### config.mk
export PLATFORM = sky130hd
export DESIGN_NAME = port_responder
export DESIGN_NICKNAME = d
export VERILOG_FILES = /design/src/rtl/port_responder.sv
export SDC_FILE = /design/constraint.sdc
export NUM_CORES = 1
export LEC_CHECK = 0
export BUFFER_PORTS_ARGS = -buffer_cell sky130_fd_sc_hd__buf_2
export CORE_ASPECT_RATIO = 1.5
export CORE_MARGIN = 2
export CORE_UTILIZATION = 52
export DETAILED_ROUTE_END_ITERATION = 6
export PLACE_DENSITY = 0.79
export RECOVER_POWER = 100
export REMOVE_ABC_BUFFERS = 1
export SKIP_CTS_REPAIR_TIMING = 1
export SLEW_MARGIN = 25
export SYNTH_ARGS = -nofsm -noshare
export SYNTH_HDL_FRONTEND = slang
export SYNTH_SLANG_ARGS = --single-unit
### constraint.sdc
create_clock -name clk_sys -period 2.2 [get_ports clk_sys]
set_clock_uncertainty 0.15 [all_clocks]
set_input_delay 0.11 -clock clk_sys [delete_from_list [all_inputs] [get_ports clk_sys]]
set_output_delay 0.11 -clock clk_sys [all_outputs]
set_load 0.1 [all_outputs]
### src/rtl/port_responder.sv
// port_responder: memory-side responder for the toggle-handshake ROM/data port.
// A flip of port_req starts one access on the ready/valid memory bus; the access
// completes by flipping port_ack (reads also update port_q). Every memory phase
// is bounded by TIMEOUT cycles.
module port_responder #(
  parameter int AW      = 23,
  parameter int TIMEOUT = 255
) (
  input  logic          clk_sys,
  input  logic          reset_n,
  input  logic          port_req,
  output logic          port_ack,
  input  logic [AW-1:0] port_a,
  input  logic [1:0]    port_ds,
  input  logic          port_we,
  input  logic [15:0]   port_d,
  output logic [15:0]   port_q,
  output logic          mem_req,
  output logic [AW-1:0] mem_addr,
  output logic          mem_we,
  output logic [1:0]    mem_be,
  output logic [15:0]   mem_wdata,
  input  logic          mem_rdy,
  input  logic          mem_rvalid,
  input  logic [15:0]   mem_rdata,
  output logic          busy,
  output logic          err_timeout,
  input  logic          err_clear
);

  typedef enum logic [1:0] {S_IDLE, S_CMD, S_RDWAIT, S_ACK} state_t;

  localparam logic [15:0] TO_LIMIT = 16'(TIMEOUT);

  state_t        state_q, state_d;
  logic          ack_q, ack_d;
  logic [15:0]   q_q, q_d;
  logic          req_q, req_d;
  logic [AW-1:0] addr_q, addr_d;
  logic          we_q, we_d;
  logic [1:0]    be_q, be_d;
  logic [15:0]   wdata_q, wdata_d;
  logic          err_q, err_d;
  logic [15:0]   cnt_q, cnt_d;
  logic [15:0]   rbuf_q, rbuf_d;
  logic [1:0]    lds_q, lds_d;
  logic          lwe_q, lwe_d;
  logic          tout_q, tout_d;
  logic          busy_q;
  logic [15:0]   cnt_inc;

  // Next-state and datapath: capture, command, read wait, acknowledge.
  always_comb begin
    state_d = state_q;
    ack_d   = ack_q;
    q_d     = q_q;
    req_d   = req_q;
    addr_d  = addr_q;
    we_d    = we_q;
    be_d    = be_q;
    wdata_d = wdata_q;
    err_d   = err_q;
    cnt_d   = cnt_q;
    rbuf_d  = rbuf_q;
    lds_d   = lds_q;
    lwe_d   = lwe_q;
    tout_d  = tout_q;
    cnt_inc = cnt_q + 16'd1;

    // Clear first so a coincident timeout below overrides it.
    if (err_clear) err_d = 1'b0;

    case (state_q)
      S_IDLE: begin
        if (port_req != ack_q) begin
          lds_d  = port_ds;
          lwe_d  = port_we;
          tout_d = 1'b0;
          if (port_ds == 2'b00) begin
            state_d = S_ACK;
          end else begin
            addr_d  = port_a;
            we_d    = port_we;
            be_d    = port_ds;
            wdata_d = port_d;
            req_d   = 1'b1;
            cnt_d   = '0;
            state_d = S_CMD;
          end
        end
      end
      S_CMD: begin
        cnt_d = cnt_inc;
        if (mem_rdy) begin
          req_d   = 1'b0;
          state_d = lwe_q ? S_ACK : S_RDWAIT;
        end else if (cnt_inc == TO_LIMIT) begin
          req_d   = 1'b0;
          err_d   = 1'b1;
          tout_d  = 1'b1;
          state_d = S_ACK;
        end
      end
      S_RDWAIT: begin
        cnt_d = cnt_inc;
        if (mem_rvalid) begin
          rbuf_d  = mem_rdata;
          state_d = S_ACK;
        end else if (cnt_inc == TO_LIMIT) begin
          err_d   = 1'b1;
          tout_d  = 1'b1;
          state_d = S_ACK;
        end
      end
      S_ACK: begin
        ack_d = ~ack_q;
        if (!lwe_q && !tout_q) begin
          if (lds_q[1]) q_d[15:8] = rbuf_q[15:8];
          if (lds_q[0]) q_d[7:0]  = rbuf_q[7:0];
        end
        state_d = S_IDLE;
      end
      default: state_d = S_IDLE;
    endcase
  end

  // State and output registers, cleared asynchronously.
  always_ff @(posedge clk_sys or negedge reset_n) begin
    if (!reset_n) begin
      state_q <= S_IDLE;
      ack_q   <= 1'b0;
      q_q     <= '0;
      req_q   <= 1'b0;
      addr_q  <= '0;
      we_q    <= 1'b0;
      be_q    <= '0;
      wdata_q <= '0;
      err_q   <= 1'b0;
      cnt_q   <= '0;
      rbuf_q  <= '0;
      lds_q   <= '0;
      lwe_q   <= 1'b0;
      tout_q  <= 1'b0;
      busy_q  <= 1'b0;
    end else begin
      state_q <= state_d;
      ack_q   <= ack_d;
      q_q     <= q_d;
      req_q   <= req_d;
      addr_q  <= addr_d;
      we_q    <= we_d;
      be_q    <= be_d;
      wdata_q <= wdata_d;
      err_q   <= err_d;
      cnt_q   <= cnt_d;
      rbuf_q  <= rbuf_d;
      lds_q   <= lds_d;
      lwe_q   <= lwe_d;
      tout_q  <= tout_d;
      busy_q  <= (state_d != S_IDLE);
    end
  end

  assign port_ack    = ack_q;
  assign port_q      = q_q;
  assign mem_req     = req_q;
  assign mem_addr    = addr_q;
  assign mem_we      = we_q;
  assign mem_be      = be_q;
  assign mem_wdata   = wdata_q;
  assign busy        = busy_q;
  assign err_timeout = err_q;

endmodule

==> metrics.md, run 1 <==
| Metric | Value |
|---|---|
| Total of max-cap violations | 0 |
| Clock root buffer master | clkbuf_16 |
| Worst slew margin | 17.6% |
| Number of synthesized flops with an enable pin | 0 |
| Vias | 3570 |
| TNS Setup | 0 ps |
| Final Cycle Share | 94.0% |
| Fin crit period | 2070 ps |
| Outcome | finished with violations |
| Post-synth top cells | dfrtp_1, mux2_2, nand2_1 |
| Worst slack at placement | 103 ps |
| Top_reg_cell synth | dfrtp_1 |
| Worst-path fanout max | 8 |
| Die width | 80.5 µm |
| Min setup slack post-route | 131 ps |
| Number of global-route vias before repair | 3383 |
| RSZ-0062 raised after global routing | false |
| Violated checks | hold timing |
| R2r startpoint | cnt_q[8]$_DFFE_PN0P_ |
| Hold WS | -3.86 ps |
| Syn Inst Count | 351 |
| Fin. Hold Viols | 1 |
| Synthesized area | 4570 µm² |
| Core area | 8460 µm² |
| Remaining antenna violation count after routing | 0 |
| # port buffers | 125 |
| Number of fill cells in the layout | 583 |
| Nets | 621 |
| Critical Path Source Type | flop |
| Min-delay src | mem_rdy |
| Crit-path cells | nand4_2 -> nor4_1 -> xnor2_1 -> o211ai_2 -> o31a_1 |
| Worst Setup SP | cnt_q[8]$_DFFE_PN0P_ |
| Clock buffer count from CTS | 9 |
| Starting density of the core | 54.0% |
| Worst-margin pin slew | 1240 ps |
| Area growth syn-to-layout | 35.9% |
| Worst hold path class | in2reg |
| Die area | 9570 µm² |
| Sequential Area | 2500 µm² |
| Area of the multi-input gates | 1910 µm² |
| Final Max Tran Viols | 0 |
| CP max stage cell | dfrtp_1 |
| Top cells by area, synth | dfrtp_1, mux2_2, nand2_1, ha_1, o21ai_0 |
| Total global-route track usage | 22.5% |
| Final wirelength | 11800 µm |
| Clk_lat worst skew | 330 ps |
| # rows | 41 |
| Die H | 119 µm |
| Pin count of the biggest net entering global routing | 50 |
| Initial antenna violation count | 0 |
| FFs w/ async S/R, synth | 100% |
| CTS sink cnt | 100 |
| First-pass GRT wire length | 16400 µm |
| Share of the synthesized area in the top cell type | 54.8% |
| Most frequent cell after synthesis | dfrtp_1 |
| Ys Warns | 0 |
| Required @ worst endpoint | 2270 ps |
| Iteration-0 DRC Markers | 191 |
| DP Wirelength | 7430 µm |
| Fin util | 73.3% |
| Register area share after synthesis | 54.8% |
| Area leader, netlist | dfrtp_1 |
| Drt wl/cell | 17.8 µm |
| #FFs+latches synth | 100 |
| CTS tree | yes |
| DR vias/cell | 5.39 |
| Clk pin slew, worst setup/hold paths | 70 ps |
| Share of layout cells above drive strength 1 | 34.4% |
| Drt drc | 0 |
| Clock Path Buffers | 2 |
| Final GP Congestion | 0.911 |
| Final Setup Violations | 0 |
| Crit end category | flop |
| Depth of the CTS H-tree | 3 |
| Syn avg cell area | 13.0 µm² |
| CP Class | reg2reg |
| Worst EP arrival | 2140 ps |
| Crit path largest cell delay | 520 ps |
| Library cells used by synthesis | 56 |
| GR Overflow Total | 0 |
| DRT Pass-1 Iters | 5 |
| Num ports | 126 |
| F_max | 0.483 GHz |
| Ant. Diodes | 0 |
state kept, by name, summed over array words and instances (netlist names):
register	flops
mem_addr	23
cnt_q	16
mem_wdata	16
port_q	16
rbuf_q	16
lds_q	2
mem_be	2
state_q	2
busy	1
err_timeout	1
lwe_q	1
mem_req	1
mem_we	1
port_ack	1
tout_q	1
final cells by class:
class                           count  share of cell area, %
Clock buffer                       11                   3.91
Clock inverter                      5                  0.947
Inverter                            7                  0.423
Multi-Input combinational cell    225                   30.8
Sequential cell                   100                   40.3
Tap cell                          107                   2.16
Timing Repair Buffer              207                   21.4
cells by family after synthesis:
logic type      share of synthesized area (%)
compound gates                           9.72
xor+xnor                                 2.08
fa+ha+maj                                1.92
buf+inv                                  3.29
flops                                    54.8
mux                                      18.2
simple gates                             10.0
final timing paths:
kind,to,slack [ps],cells after the start
setup / recovery,mem_req$_DFFE_PN0P_,130,5
hold / removal,state_q[1]$_DFF_PN0_,-4,3
setup reg to reg,mem_req$_DFFE_PN0P_,130,5
hold reg to reg,lds_q[0]$_DFFE_PN0P_,340,2
max in group asynchronous,busy$_DFF_PN0_,320,3
min in group asynchronous,port_q[0]$_DFFE_PN0P_,390,2
through the flow:
stage | cell area (µm²) | instances
global route | 6210 | 662
CTS | 5720 | 602
global placement | 5420 | 586
finish | 6210 | 662
detailed placement | 5420 | 586
floorplan | 4440 | 332
metal layers:
metal	vias up	GRT usage (%)	routed length, µm	part of all wire (%)
li1	1659	-	-	-
met5	-	0	0	0
met4	0	10.9	296	2.5
met2	100	39.9	6770	57
met3	23	3.74	394	3.3
met1	1788	25.5	4360	37
cell usage in the layout (no fill, tap or decap), types with 3 or more instances in the layout:
master	instances
mux2_2	73
clkbuf_2	3
a21o_1	7
a21oi_1	5
nor2_1	8
buf_4	14
inv_1	7
o31ai_1	11
a31oi_1	3
xor2_1	4
nand2_1	31
clkbuf_16	9
o21ai_0	17
dlygate4sd3_1	60
xnor2_1	5
buf_2	62
dfrtp_1	100
nand2b_4	3
clkbuf_1	65
ha_1	6
nand3_1	10
worst max-delay path: cells and delay by family, from the launching register on:
family	cells	cell delay, ps
AND/OR/NAND/NOR	2	570
AO/OA/AOI/OAI	2	510
flip-flops	1	520
XOR/XNOR	1	190
Power of run 1 is left out: the tool's default activity adds up to more than one toggle a clock period on the data nets, which glitch-free logic cannot reach.
==> inputs of run 2 (changes only) <==
- CORE_ASPECT_RATIO: 1.5 -> 0.75
==> run 2 against run 1 <==
The run now ends clean; register-to-register slack is essentially flat; critical path depth grew 1; via count shrank 0.50%; routed wire length shrank 3.9%; sequential cell count is the same; die area is essentially flat; first-iteration DRC count shrank 3.1%; final cell count shrank 0.45%; clock-buffer cell count shrank 1; global-route usage shrank 0.87 points; core utilization shrank 0.77 points; worst setup slack gained 14 ps; critical path type unchanged.
==> metrics.md, run 2 (synthesis results as in run 1) <==
| Metric | Value |
|---|---|
| Outcome | finished clean |
| Required @ worst endpoint | 2270 ps |
| Worst slack at placement | 86.2 ps |
| Num ports | 126 |
| F_max | 0.487 GHz |
| R2r startpoint | cnt_q[1]$_DFFE_PN0P_ |
| Critical R2R Capture | mem_req$_DFFE_PN0P_ |
| Total global-route track usage | 21.6% |
| CP top delay family | compound AO/OA/AOI/OAI gates |
| Max reg flops | 23 |
| Clock root buffer master | clkbuf_16 |
| DR vias/cell | 5.39 |
| Iteration-0 DRC Markers | 185 |
| Worst-path fanout max | 6 |
| Vias | 3552 |
| Crit path depth | 6 |
| Critical Path Source Type | flop |
| Die area | 9560 µm² |
| Share of layout cells above drive strength 1 | 33.6% |
| Crit-path cells | ha_2 -> and3_1 -> a31oi_1 -> nor4_2 -> o211ai_2 -> o31a_1 |
| Worst EP arrival | 2130 ps |
| CTS tree | yes |
| Crit path largest cell delay | 420 ps |
| Worst Setup SP | cnt_q[1]$_DFFE_PN0P_ |
| Clock Path Buffers | 2 |
| Depth of the CTS H-tree | 3 |
| # rows | 29 |
| Final wirelength | 11300 µm |
| Fin crit period | 2050 ps |
| Drt drc | 0 |
| Fin. Hold Viols | 0 |
| First-pass GRT wire length | 16500 µm |
| Ant. Diodes | 0 |
| Remaining antenna violation count after routing | 0 |
| TNS Setup | 0 ps |
| Total of max-cap violations | 0 |
| Min setup slack post-route | 145 ps |
| Clk_lat worst skew | 340 ps |
| WP buf/inv | 0 |
| Starting density of the core | 53.8% |
| Nets | 617 |
| Die H | 85.2 µm |
| Worst slew margin | 3.22% |
| RSZ-0062 raised after global routing | false |
| Crit end category | flop |
| Clk pin slew, worst setup/hold paths | 70 ps |
| # port buffers | 125 |
| Worst hold path class | in2reg |
| Final Max Tran Viols | 0 |
| Worst-margin pin slew | 1450 ps |
| Initial antenna violation count | 0 |
| Pin count of the biggest net entering global routing | 63 |
| Worst R2R Setup Slack | 150 ps |
| GR Overflow Total | 0 |
| CP Class | reg2reg |
| Final Setup Violations | 0 |
| DP Wirelength | 7210 µm |
| Die width | 112 µm |
| Drt wl/cell | 17.2 µm |
| Number of global-route vias before repair | 3486 |
| Commonest cells after routing, fill and taps aside | dfrtp_1, mux2_2, buf_2, clkbuf_1, dlygate4sd3_1 |
| CP max stage cell | dfrtp_1 |
| Hold WS | 86.7 ps |
| Most common library cell in the layout ignoring fill and taps | dfrtp_1 |
| DRT Pass-1 Iters | 4 |
| R2R depth | 6 |
| Core area | 8490 µm² |
| Final Cycle Share | 93.4% |
| Clock buffer count from CTS | 9 |
| Area growth syn-to-layout | 34.9% |
| CTS sink cnt | 100 |
| Final GP Congestion | 0.913 |
| CP endpoint | mem_req$_DFFE_PN0P_ |
## run 2: worst min-delay path by stage
stage	start	endpoint	slack (ps)	cells past startpoint
finish	port_req	lds_q[1]$_DFFE_PN0P_	90	4
detailed placement	reset_n	mem_addr[13]$_DFFE_PN0P_	-110	1
floorplan	reset_n	busy$_DFF_PN0_	-340	0
CTS	reset_n	mem_addr[13]$_DFFE_PN0P_	-490	1
global placement	reset_n	mem_addr[13]$_DFFE_PN0P_	-110	1
global route	port_req	lds_q[1]$_DFFE_PN0P_	120	4
## run 2: metal layers
layer	global-route usage (%)	share of wire, %
met5	0	0
met4	7.21	1.3
met3	8.50	6.5
met2	34.8	49
met1	27.0	43
## run 2: worst min-delay path: stages
cell	delay, ps
buf_2	120
xor2_2	110
nand3_1	130
nand2_1	60
## run 2: stage by stage
step                      util (%)  std cells  instance area (µm²)
final                         72.6        659                 6160
after detailed placement      63.3        582                 5370
after CTS                     66.9        598                 5680
after global placement        63.3        582                 5370
after floorplan                  -        332                 4440
after global routing          72.6        659                 6160
## run 2: layout make-up
type	count	area (µm²)
Clock inverter	6	70.1
Multi-Input combinational cell	225	1890
Sequential cell	100	2500
Inverter	7	26.3
Clock buffer	10	239
Timing Repair Buffer	203	1300
Fill cell	581	2330
Tap cell	108	135
Power of run 2 is left out for the same reason.
